$ cat src/rtl/ps2_pkg.sv
// Shared constants for the PS/2 arrow-key lane judge: scancodes, lane codes,
// FSM state encodings and small lane helpers.
package ps2_pkg;

    localparam logic [7:0] SC_EXT   = 8'hE0;
    localparam logic [7:0] SC_BRK   = 8'hF0;
    localparam logic [7:0] SC_LEFT  = 8'h6B;
    localparam logic [7:0] SC_DOWN  = 8'h72;
    localparam logic [7:0] SC_UP    = 8'h75;
    localparam logic [7:0] SC_RIGHT = 8'h74;

    localparam logic [2:0] LANE_NONE  = 3'd0;
    localparam logic [2:0] LANE_LEFT  = 3'd1;
    localparam logic [2:0] LANE_DOWN  = 3'd2;
    localparam logic [2:0] LANE_UP    = 3'd3;
    localparam logic [2:0] LANE_RIGHT = 3'd4;

    typedef enum logic [1:0] {
        P_IDLE    = 2'd0,
        P_EXT     = 2'd1,
        P_EXT_BRK = 2'd2,
        P_BRK     = 2'd3
    } parse_state_e;

    typedef enum logic [1:0] {
        J_IDLE    = 2'd0,
        J_WAIT    = 2'd1,
        J_DONE    = 2'd2,
        J_RELEASE = 2'd3
    } judge_state_e;

    // Extended scancode (the byte after E0) to lane; non-arrow codes give LANE_NONE.
    function automatic logic [2:0] scan_to_lane(input logic [7:0] code);
        logic [2:0] lane;
        case (code)
            SC_LEFT:  lane = LANE_LEFT;
            SC_DOWN:  lane = LANE_DOWN;
            SC_UP:    lane = LANE_UP;
            SC_RIGHT: lane = LANE_RIGHT;
            default:  lane = LANE_NONE;
        endcase
        return lane;
    endfunction

    // One-hot keys_held bit for a lane: bit0 = left ... bit3 = right.
    function automatic logic [3:0] lane_mask(input logic [2:0] lane);
        logic [3:0] mask;
        case (lane)
            LANE_LEFT:  mask = 4'b0001;
            LANE_DOWN:  mask = 4'b0010;
            LANE_UP:    mask = 4'b0100;
            LANE_RIGHT: mask = 4'b1000;
            default:    mask = 4'b0000;
        endcase
        return mask;
    endfunction

    function automatic logic [2:0] sanitize_lane(input logic [2:0] raw);
        return (raw > LANE_RIGHT) ? LANE_NONE : raw;
    endfunction

endpackage

$ cat src/rtl/ps2_arrow_decoder.sv
// PS/2 byte-stream parser: tracks held arrow keys and emits a one-cycle press
// event on the first make of each key (typematic repeats are suppressed).
module ps2_arrow_decoder
    import ps2_pkg::*;
(
    input  logic         clock,
    input  logic         resetn,
    input  logic [7:0]   ps2_byte,
    input  logic         ps2_byte_en,
    output logic [3:0]   keys_held,
    output logic         press_evt,
    output logic [2:0]   press_lane,
    output parse_state_e parse_state
);

    parse_state_e state_q, state_d;
    logic [3:0]   keys_q, keys_d;
    logic         evt_q, evt_d;
    logic [2:0]   lane_q, lane_d;
    logic [2:0]   byte_lane;
    logic [3:0]   byte_mask;

    assign byte_lane = scan_to_lane(ps2_byte);
    assign byte_mask = lane_mask(byte_lane);

    always_comb begin
        state_d = state_q;
        keys_d  = keys_q;
        evt_d   = 1'b0;
        lane_d  = lane_q;
        if (ps2_byte_en) begin
            unique case (state_q)
                P_IDLE: begin
                    if (ps2_byte == SC_EXT)      state_d = P_EXT;
                    else if (ps2_byte == SC_BRK) state_d = P_BRK;
                    else                         state_d = P_IDLE;
                end
                P_EXT: begin
                    if (ps2_byte == SC_BRK)      state_d = P_EXT_BRK;
                    else if (ps2_byte == SC_EXT) state_d = P_EXT;
                    else begin
                        state_d = P_IDLE;
                        keys_d  = keys_q | byte_mask;
                        // Only a clear-to-set transition counts as a press.
                        if (byte_lane != LANE_NONE && (keys_q & byte_mask) == 4'b0000) begin
                            evt_d  = 1'b1;
                            lane_d = byte_lane;
                        end
                    end
                end
                P_EXT_BRK: begin
                    state_d = (ps2_byte == SC_EXT) ? P_EXT : P_IDLE;
                    keys_d  = keys_q & ~byte_mask;
                end
                P_BRK: begin
                    // A plain break consumes exactly one byte, whatever it is.
                    state_d = P_IDLE;
                end
                default: state_d = P_IDLE;
            endcase
        end
    end

    always_ff @(posedge clock or negedge resetn) begin
        if (!resetn) begin
            state_q <= P_IDLE;
            keys_q  <= 4'b0000;
            evt_q   <= 1'b0;
            lane_q  <= LANE_NONE;
        end else begin
            state_q <= state_d;
            keys_q  <= keys_d;
            evt_q   <= evt_d;
            lane_q  <= lane_d;
        end
    end

    assign keys_held   = keys_q;
    assign press_evt   = evt_q;
    assign press_lane  = lane_q;
    assign parse_state = state_q;

endmodule

$ cat src/rtl/ps2_lane_judge.sv
// Lane judge: on each go request, compares the first new arrow press against
// the bottom tile row and returns a one-cycle correct/incorrect verdict.
module ps2_lane_judge
    import ps2_pkg::*;
#(
    parameter int unsigned TIMEOUT_CYCLES = 25_000_000
) (
    input  logic         clock,
    input  logic         resetn,
    input  logic [7:0]   ps2_byte,
    input  logic         ps2_byte_en,
    input  logic         check_input_go,
    input  logic [2:0]   line_6,
    output logic         correct,
    output logic         incorrect,
    output logic         check_input_done,
    output logic [3:0]   keys_held,
    output logic         judge_busy,
    output parse_state_e parse_state_dbg,
    output judge_state_e judge_state_dbg
);

    localparam int TW = $clog2(TIMEOUT_CYCLES);
    localparam logic [TW-1:0] TIMER_LOAD = TW'(TIMEOUT_CYCLES - 1);

    logic         press_evt;
    logic [2:0]   press_lane;

    judge_state_e state_q, state_d;
    logic [2:0]   tgt_q, tgt_d;
    logic [TW-1:0] timer_q, timer_d;
    logic         expired_q, expired_d;
    logic         correct_q, correct_d;
    logic         incorrect_q, incorrect_d;
    logic         done_q, done_d;

    ps2_arrow_decoder u_decoder (
        .clock       (clock),
        .resetn      (resetn),
        .ps2_byte    (ps2_byte),
        .ps2_byte_en (ps2_byte_en),
        .keys_held   (keys_held),
        .press_evt   (press_evt),
        .press_lane  (press_lane),
        .parse_state (parse_state_dbg)
    );

    always_comb begin
        state_d     = state_q;
        tgt_d       = tgt_q;
        timer_d     = timer_q;
        expired_d   = 1'b0;
        correct_d   = 1'b0;
        incorrect_d = 1'b0;
        done_d      = 1'b0;
        unique case (state_q)
            J_IDLE: begin
                if (check_input_go) begin
                    tgt_d   = sanitize_lane(line_6);
                    timer_d = TIMER_LOAD;
                    state_d = J_WAIT;
                end
            end
            J_WAIT: begin
                timer_d = (timer_q != '0) ? timer_q - TW'(1) : '0;
                if (!check_input_go) begin
                    state_d = J_IDLE;
                end else if (press_evt) begin
                    // Presses beat the timeout; tgt of LANE_NONE never matches a lane.
                    correct_d   = (press_lane == tgt_q);
                    incorrect_d = (press_lane != tgt_q);
                    done_d      = 1'b1;
                    state_d     = J_DONE;
                end else if (expired_q) begin
                    correct_d   = (tgt_q == LANE_NONE);
                    incorrect_d = (tgt_q != LANE_NONE);
                    done_d      = 1'b1;
                    state_d     = J_DONE;
                end else begin
                    // Zero is seen one cycle before the miss verdict is taken.
                    expired_d = (timer_q == '0);
                end
            end
            J_DONE: begin
                state_d = J_RELEASE;
            end
            J_RELEASE: begin
                if (!check_input_go) state_d = J_IDLE;
            end
            default: state_d = J_IDLE;
        endcase
    end

    always_ff @(posedge clock or negedge resetn) begin
        if (!resetn) begin
            state_q     <= J_IDLE;
            tgt_q       <= LANE_NONE;
            timer_q     <= '0;
            expired_q   <= 1'b0;
            correct_q   <= 1'b0;
            incorrect_q <= 1'b0;
            done_q      <= 1'b0;
        end else begin
            state_q     <= state_d;
            tgt_q       <= tgt_d;
            timer_q     <= timer_d;
            expired_q   <= expired_d;
            correct_q   <= correct_d;
            incorrect_q <= incorrect_d;
            done_q      <= done_d;
        end
    end

    assign correct          = correct_q;
    assign incorrect        = incorrect_q;
    assign check_input_done = done_q;
    assign judge_busy       = (state_q == J_WAIT);
    assign judge_state_dbg  = state_q;

endmodule

$ cat config.mk
export PLATFORM = sky130hd
export DESIGN_NAME = ps2_lane_judge
export DESIGN_NICKNAME = d
export VERILOG_FILES = /design/src/rtl/ps2_pkg.sv /design/src/rtl/ps2_arrow_decoder.sv /design/src/rtl/ps2_lane_judge.sv
export SDC_FILE = /design/constraint.sdc
export NUM_CORES = 1
export LEC_CHECK = 0
export ABC_CLOCK_PERIOD_IN_PS = 5400
export BUFFER_PORTS_ARGS = -buffer_cell sky130_fd_sc_hd__buf_2
export CAP_MARGIN = 40
export CORE_ASPECT_RATIO = 1.1
export CORE_MARGIN = 4
export CORE_UTILIZATION = 35
export CTS_CLUSTER_DIAMETER = 50
export DETAILED_ROUTE_END_ITERATION = 12
export SLEW_MARGIN = 40
export SYNTH_ARGS = -nofsm -noshare
export SYNTH_HDL_FRONTEND = slang
export SYNTH_HIERARCHICAL = 1
export SYNTH_SLANG_ARGS = --single-unit
$ cat constraint.sdc
create_clock -name clock -period 5.4 [get_ports clock]
set_input_delay 1.08 -clock clock [delete_from_list [all_inputs] [get_ports clock]]
set_output_delay 1.08 -clock clock [all_outputs]
set_load 0.02 [all_outputs]
**Word level (Yosys, flattened, before mapping)**

Cells that the tools add are included.

- $add $sub $neg: 1
- Order comparisons: 1
- Eq/ne operators: 23
- Muxes and demuxes: 41
- Bitwise logic cells: 6
- Reductions and logical operators: 16

Operators with widths:

| kind | number |
|---|---|
| $mux W25 | 2 |
| $pmux W25 S2 | 1 |
| $eq A8 B7 Y1 const B | 4 |
| $logic_not A25 Y1 | 1 |
| $reduce_bool A25 Y1 | 1 |
| $sub A25 B1 Y25 const B | 1 |
| $mux W1 | 22 |
| $eq A8 B8 Y1 const B | 2 |
| $mux W2 | 8 |
| $pmux W2 S4 | 2 |
| $pmux W4 S4 | 1 |
| $pmux W3 S4 | 1 |
| $and A4 B4 Y4 | 2 |
| $eq A2 B2 Y1 const B | 4 |
| $mux W4 | 2 |
| $ne A2 B2 Y1 const B | 4 |
| $pmux W4 S2 | 1 |
| $eq A3 B2 Y1 const B | 2 |
| $reduce_bool A3 Y1 | 2 |
| $reduce_and A5 Y1 | 1 |
| $eq A2 B1 Y1 const B | 2 |
| $logic_not A2 Y1 | 2 |
| $logic_not A4 Y1 | 1 |
| $ne A4 B2 Y1 const B | 1 |
| other kinds (15) | 18 |

- Flip-flop bits (word level): 44
- Input bits: 15
- Output and inout port bits: 12
- Logic and storage cells: 99

**Longest topological paths before layout**

Gate-level depths: netlist of the first run.

- Depth in word-level cells: 12
- Mapped depth: 8
- Mapped depth without buffers: 7

**Cells and area by module**

The synthesis of the first run kept the hierarchy.

By module, submodules not included:

| module | instances | cells each | area an instance (µm²) | sequential area each (µm²) |
|---|---|---|---|---|
| ps2_lane_judge | 1 | 195 | 1,833.0 | 850.8 |
| ps2_arrow_decoder | 1 | 63 | 601.8 | 250.2 |

**Worst setup path after synthesis of the first run**

No wires, ideal clock.

- Path kind: input port to flip-flop
- Start point: input port ps2_byte[7]
- End point: register u_decoder.lane_q[0] (netlist: u_decoder/press_lane[0])
- Library setup time: 125 ps
- Arrival time: 2,122 ps
- Required time: 5,275 ps
- Path slack: 3,153 ps
- Cell stages on the path: 5
- Buffers on the path: 0
- Cells stage by stage: and3b_1 > nand2_1 > nor3_1 > o2111a_4 > mux2_4

- Cells in the longest elaborated chain, start to end: 8
- Elaborated cells between the ends (all ways): 19
- Those cells by class: eq/ne (10); mux (2); bitwise (3); reduce/logical (4)

RTL lines:

| what | line | source |
|---|---|---|
| start, declared | ps2_lane_judge.sv:10 | `input logic [7:0] ps2_byte,` |
| $eq A8 B7 Y1 | ps2_pkg.sv:35 | `case (code)` |
| $pmux W3 S4 | ps2_pkg.sv:35 |  |
| $eq A3 B3 Y1 (tied with other cells) | ps2_pkg.sv:48 | `case (lane)` |
| $pmux W4 S4 | ps2_pkg.sv:48 |  |
| $and A4 B4 Y4 | ps2_arrow_decoder.sv:45 | `if (byte_lane != LANE_NONE && (keys_q & byte_mask) == 4'b0000) begin` |
| $logic_not A4 Y1 | ps2_arrow_decoder.sv:45 |  |
| $logic_and A1 B1 Y1 | ps2_arrow_decoder.sv:45 |  |
| $reduce_and A5 Y1 (no line) | - |  |
| end signal, assigned | ps2_arrow_decoder.sv:74 | `lane_q <= lane_d;` |
| end, declared | ps2_arrow_decoder.sv:19 | `logic [2:0] lane_q, lane_d;` |

Several ways; a longest one is shown, not always the timed one.
A chain may end at the register's enable or synchronous reset.

==> impl_metrics.ini, run 1 <==
[logic_synthesis]
syn-mean-instance-area_um2 = 9.44
ys_seq_area_share_pct = 45.2
synth_nets = 274
async_reset_ff_share_pct = 100
yosysTopAreaCell = dfrtp_1
syn_area_um2 = 2430
synth_top_area_share_pct = 45.2
ys_seq_elements = 44
synth.distinct_cells = 57
yosysMostFrequentCell = dfrtp_1
dominantRegCellSynth = dfrtp_1
synth_cells = 258
synth_area_leaders = dfrtp_1 45%, o21ai_0 4.3%, nand2_1 4.2%
ys_warn_count = 6
synth_edf_count = 0
yosys-top-cells-count = 44 x dfrtp_1, 27 x nand2_1, 24 x nor2_1

[cts]
root_buffer = clkbuf_8
cts_max_level = 2
cts_setup_buffers = 0
clk_pin_slew_worst_paths_ns = 0.09
ctsResizeCount = 0
cts_tree = built
holdBufCountCts = 0
numCtsBuffers = 5
insertion_delay_ns = 0.30
cts_sinks = 44
ctsLongestPathBuffers = 2

[finish]
nNetsFinal = 300
fill_cells = 687
drive_gt1_share_pct = 20.4
num_antenna_cells = 0
design_area_um2 = 2760
area_growth_pct = 13.3

[power_and_ir_drop]
p_leak_nw = 1.11
ir_drop_mv = 0.105
power_density_nw_per_um2 = 248

[setup_path]
worstSetupPathType = flop to primary output
path_max_fanout = 12
slowest_delay_ns = 0.46
slowest_stage = dfrtp_1
cp.arrival_ns = 1.92
path_common_cell = inv_1
cp-end-kind = primary output
required_ns = 4.32
path_cells = inv_1 -> nand2_1 -> inv_1 -> buf_2
r2r_start = timer_q[0]
start_kind = flop

[timing]
rsz0062_at_grt = false
finalCritPeriodShare_pct = 55.5
setup_violations = 0
max-slew-margin-rel_pct = 56.1
worstMarginPinSlew_ns = 0.652
setup_tns_ns = 0
fin_skew_ns = 0.00643
drv_slew = 0
finalHoldViolCount = 0
fmax_mhz = 334
min_period_ns = 3.00
timing.hold.ws_ns = 0.521

[route]
wl_um = 5510
wl_per_cell_um = 15.0
dr_wl_met2_um = 2690
wirelength_met1_um = 2570
vias = 2037
drtIter0Drc = 87
vias_per_cell = 5.55
first_pass_iters = 4
antenna_left = 0
met3_length_um = 200
drc_errors = 0
highest_layer = met4

[floorplanning]
core-area_um2 = 6670
die_x_um = 87.5
io-pin-count = 27
start_util_pct = 36.5
dieArea_um2 = 8360
fp-row-count = 31
fp.dieH_um = 95.5

[global_routing]
grt_overflow = 0
grt_pass1_vias = 2038
antenna_found_initial = 0
grt_usage_pct = 14.2
grt_pass1_wl_um = 9520
grt_max_degree = 45

[placement]
placed_cell_area_um2 = 2640
io_buffers = 26
gp_congestion = 0.846
dp_hpwl_um = 3990

[run]
drv_cap = 0

[outcome]
status = finished, final reports clean

[hold_path]
min-delay-start = timer_q[23]
worstHoldPathType = flop to flop
worst max-delay path: cells and delay by family, from the launching register on:
kind                   cells  cell delay [ns]
and+or+nand+nor            1             0.29
buffers and inverters      3             0.86
DFF                        1             0.46
logic make-up (layout without fill, tap and decap cells):
logic type / Yosys count / count (layout) / share of synthesized area [%]
AO/OA/AOI/OAI: 69 / 69 / 19.3
XOR/XNOR: 4 / 4 / 1.44
adder cells (fa/ha/maj): 1 / 1 / 0.514
buffers and inverters: 17 / 44 / 3.29
flip-flops: 44 / 44 / 45.2
multiplexers: 5 / 5 / 2.72
AND/OR/NAND/NOR: 118 / 118 / 27.5
layout make-up:
cell class | instances | area, µm² | area share, %
multi-input cells | 197 | 1270 | 46.0
inverters | 10 | 37.5 | 1.36
clock buffers | 5 | 68.8 | 2.50
clock inverters | 3 | 47.5 | 1.72
well taps | 82 | 103 | 3.72
flip-flops and latches | 44 | 1100 | 39.9
repair buffers | 26 | 133 | 4.81
placed cells by master, fill, tap and decap left out, types with 8 or more instances in the layout:
master / instances
a21oi_1: 9
buf_2: 25
dfrtp_1: 44
inv_1: 10
nand2_1: 27
nand3_1: 10
nor2_1: 24
nor3_1: 12
nor4_1: 8
o21ai_0: 21
report_power, final:
group,switching [mW],internal (mW)
clock network,0.118,0.139
logic,0.0422,0.0253
registers,0.0184,0.342
metrics by stage:
step / setup slack [ns] / total power [mW] / utilization [%] / cells
after CTS: 2.43 / 0.692 / 41.3 / 367
after global placement: 2.76 / 0.432 / 39.3 / 359
after detailed placement: 2.77 / 0.434 / 39.5 / 359
final: 2.40 / 0.685 / 41.3 / 367
after global routing: 2.25 / 0.716 / 41.3 / 367
after floorplan: 3.15 / 0.406 / - / 258
layer usage:
metal,vias to the layer above,GRT usage [%]
li1,1015,-
met1,983,18.6
met2,35,24.5
met3,4,2.42
met4,0,3.07
met5,-,0
path summary, 6_finish.rpt:
path                               end  slack [ns]  cells past startpoint
hold reg to reg            timer_q[23]        0.52                      1
min in group asynchronous   timer_q[6]        0.77                      1
setup / recovery            judge_busy        2.40                      4
max in group asynchronous  timer_q[13]        4.25                      1
setup reg to reg            timer_q[4]        3.11                      7
hold / removal             timer_q[23]        0.52                      1
Note: power is estimated with default switching activity, not from simulation.
==> run 2: changes to the inputs <==
--- a/config.mk
+++ b/config.mk
@@ -5,7 +5,7 @@
 export SDC_FILE = /design/constraint.sdc
 export NUM_CORES = 1
 export LEC_CHECK = 0
-export ABC_CLOCK_PERIOD_IN_PS = 5400
+export ABC_CLOCK_PERIOD_IN_PS = 3100
 export BUFFER_PORTS_ARGS = -buffer_cell sky130_fd_sc_hd__buf_2
 export CAP_MARGIN = 40
 export CORE_ASPECT_RATIO = 1.1
==> constraint.sdc (replaced) <==
create_clock -name clock -period 3.1 [get_ports clock]
set_input_delay 0.62 -clock clock [delete_from_list [all_inputs] [get_ports clock]]
set_output_delay 0.62 -clock clock [all_outputs]
set_load 0.02 [all_outputs]
==> run 2 against run 1 <==
  * Design area rose by 0.77%
  * Critical path depth up 4
  * Sequential power increased by 74%
  * Clock skew barely moved
  * Global-route usage increased by 0.62 points
  * Clock power increased by 83%
  * Combinational power up 78%
  * Register-to-register slack got worse by 2.4 ns
  * Largest cell class unchanged
==> impl_metrics.ini, run 2 (same netlist as run 1, synthesis figures left out) <==
[outcome]
status = finished, final reports clean

[cts]
numCtsBuffers = 5
ctsLongestPathBuffers = 2
cts_tree = built
root_buffer = clkbuf_8
insertion_delay_ns = 0.30
cts_max_level = 2
holdBufCountCts = 0
cts_sinks = 44
ctsResizeCount = 0
clk_pin_slew_worst_paths_ns = 0.09
cts_setup_buffers = 0

[setup_path]
required_ns = 3.29
slowest_delay_ns = 0.52
cp.arrival_ns = 2.58
path_max_fanout = 8
r2r-end = timer_q[7]
worstSetupPathType = flop to flop
slowest_stage = o31ai_2
critPathTopFamily = compound AO/OA/AOI/OAI gates
start_kind = flop
path_cells = inv_1 -> ha_1 -> nor3b_2 -> nand2_1 -> o31ai_2 -> buf_4 -> o21ai_0 -> o2bb2ai_1
crit_start = timer_q[0]
cp-end-kind = flop
rr_worst_depth = 8
r2r_start = timer_q[0]
rrSetupSlack_ns = 0.71
crit_buf_inv = 2

[timing]
fin_skew_ns = 0.00657
worstMarginPinSlew_ns = 0.635
finalHoldViolCount = 0
setup_violations = 0
max-slew-margin-rel_pct = 57.5
rsz0062_at_grt = false
setup_tns_ns = 0
fmax_mhz = 419
drv_slew = 0
finalCritPeriodShare_pct = 77.0
min_period_ns = 2.39

[finish]
fill_cells = 648
nNetsFinal = 304
final_util_pct = 41.7
num_antenna_cells = 0
final_common_cell = dfrtp_1
layoutNonFillerInstCount = 371
regArea_um2 = 1100
multiInputGateArea_um2 = 1250
layout_common_cells = 44 x dfrtp_1, 27 x nand2_1, 25 x buf_2, 24 x nor2_1, 21 x o21ai_0
area_growth_pct = 14.1
drive_gt1_share_pct = 21.1
design_area_um2 = 2780

[floorplanning]
io-pin-count = 27
fp-row-count = 31
fp.dieH_um = 95.5
die_x_um = 87.5
start_util_pct = 36.5
dieArea_um2 = 8360
core-area_um2 = 6670

[route]
first_pass_iters = 4
wl_per_cell_um = 15.0
vias_per_cell = 5.74
vias = 2130
antenna_left = 0
drtIter0Drc = 176
wl_um = 5580
drc_errors = 0

[power_and_ir_drop]
total_power_mw = 1.22
power_density_nw_per_um2 = 438
p_leak_nw = 1.13
ir_drop_mv = 0.217

[placement]
placed_cell_area_um2 = 2660
io_buffers = 26
gp_congestion = 0.814
dp_hpwl_um = 3930
placedCellCount = 363

[global_routing]
antenna_found_initial = 0
grt_pass1_vias = 2086
grt_usage_pct = 14.8
grt_max_degree = 45
grt_pass1_wl_um = 9830
grt_overflow = 0

[run]
drv_cap = 0

[hold_path]
worstHoldPathType = input pin to asynchronous set/reset pin
## run 2: cell types whose count changed in the layout (fill, tap and decap cells not counted), sizes merged
cell,change
buf,+4
clkbuf,+1
clkinv,-1
## run 2: stage by stage
stage	hold slack, ns	setup WS, ns
5_1_grt	0.342	0.455
3_5_place_dp	0.499	0.733
2_1_floorplan	0.324	1.16
3_3_place_gp	0.494	0.857
6_report	0.294	0.712
4_1_cts	0.317	0.720
## run 2: worst max-delay path by stage
stage,slack [ns],to,depth (start not counted)
5_1_grt,0.46,timer_q[7],8
2_1_floorplan,1.16,timer_q[18],8
6_report,0.71,timer_q[7],8
3_5_place_dp,0.73,timer_q[7],8
3_3_place_gp,0.86,timer_q[7],8
4_1_cts,0.72,timer_q[7],8
## run 2: where the power goes
group | internal [mW] | total, mW | switching (mW)
clock network | 0.264 | 0.473 | 0.210
logic | 0.0467 | 0.120 | 0.0730
registers | 0.595 | 0.625 | 0.0294
## run 2: final cells by class
type | count | share of cell area [%]
clock buffer | 6 | 2.97
clock inverter | 2 | 1.40
inverter | 10 | 1.35
multi-input combinational | 197 | 45.1
sequential | 44 | 39.6
tap | 82 | 3.69
timing repair buffer | 30 | 5.85
## run 2: worst reg2reg max path, stage by stage (launching register included)
cell and delay, ns:
dfrtp_1 0.44, inv_1 0.08, ha_1 0.15, nor3b_2 0.37, nand2_1 0.22, o31ai_2 0.52, buf_4 0.25, o21ai_0 0.09
o2bb2ai_1 0.16
## run 2: routing by layer
layer	routed length [µm]	track usage [%]	vias up
met5	0	0	-
met4	119	5.88	0
met3	311	3.63	13
li1	-	-	1028
met1	2530	18.6	1029
met2	2620	24.2	60
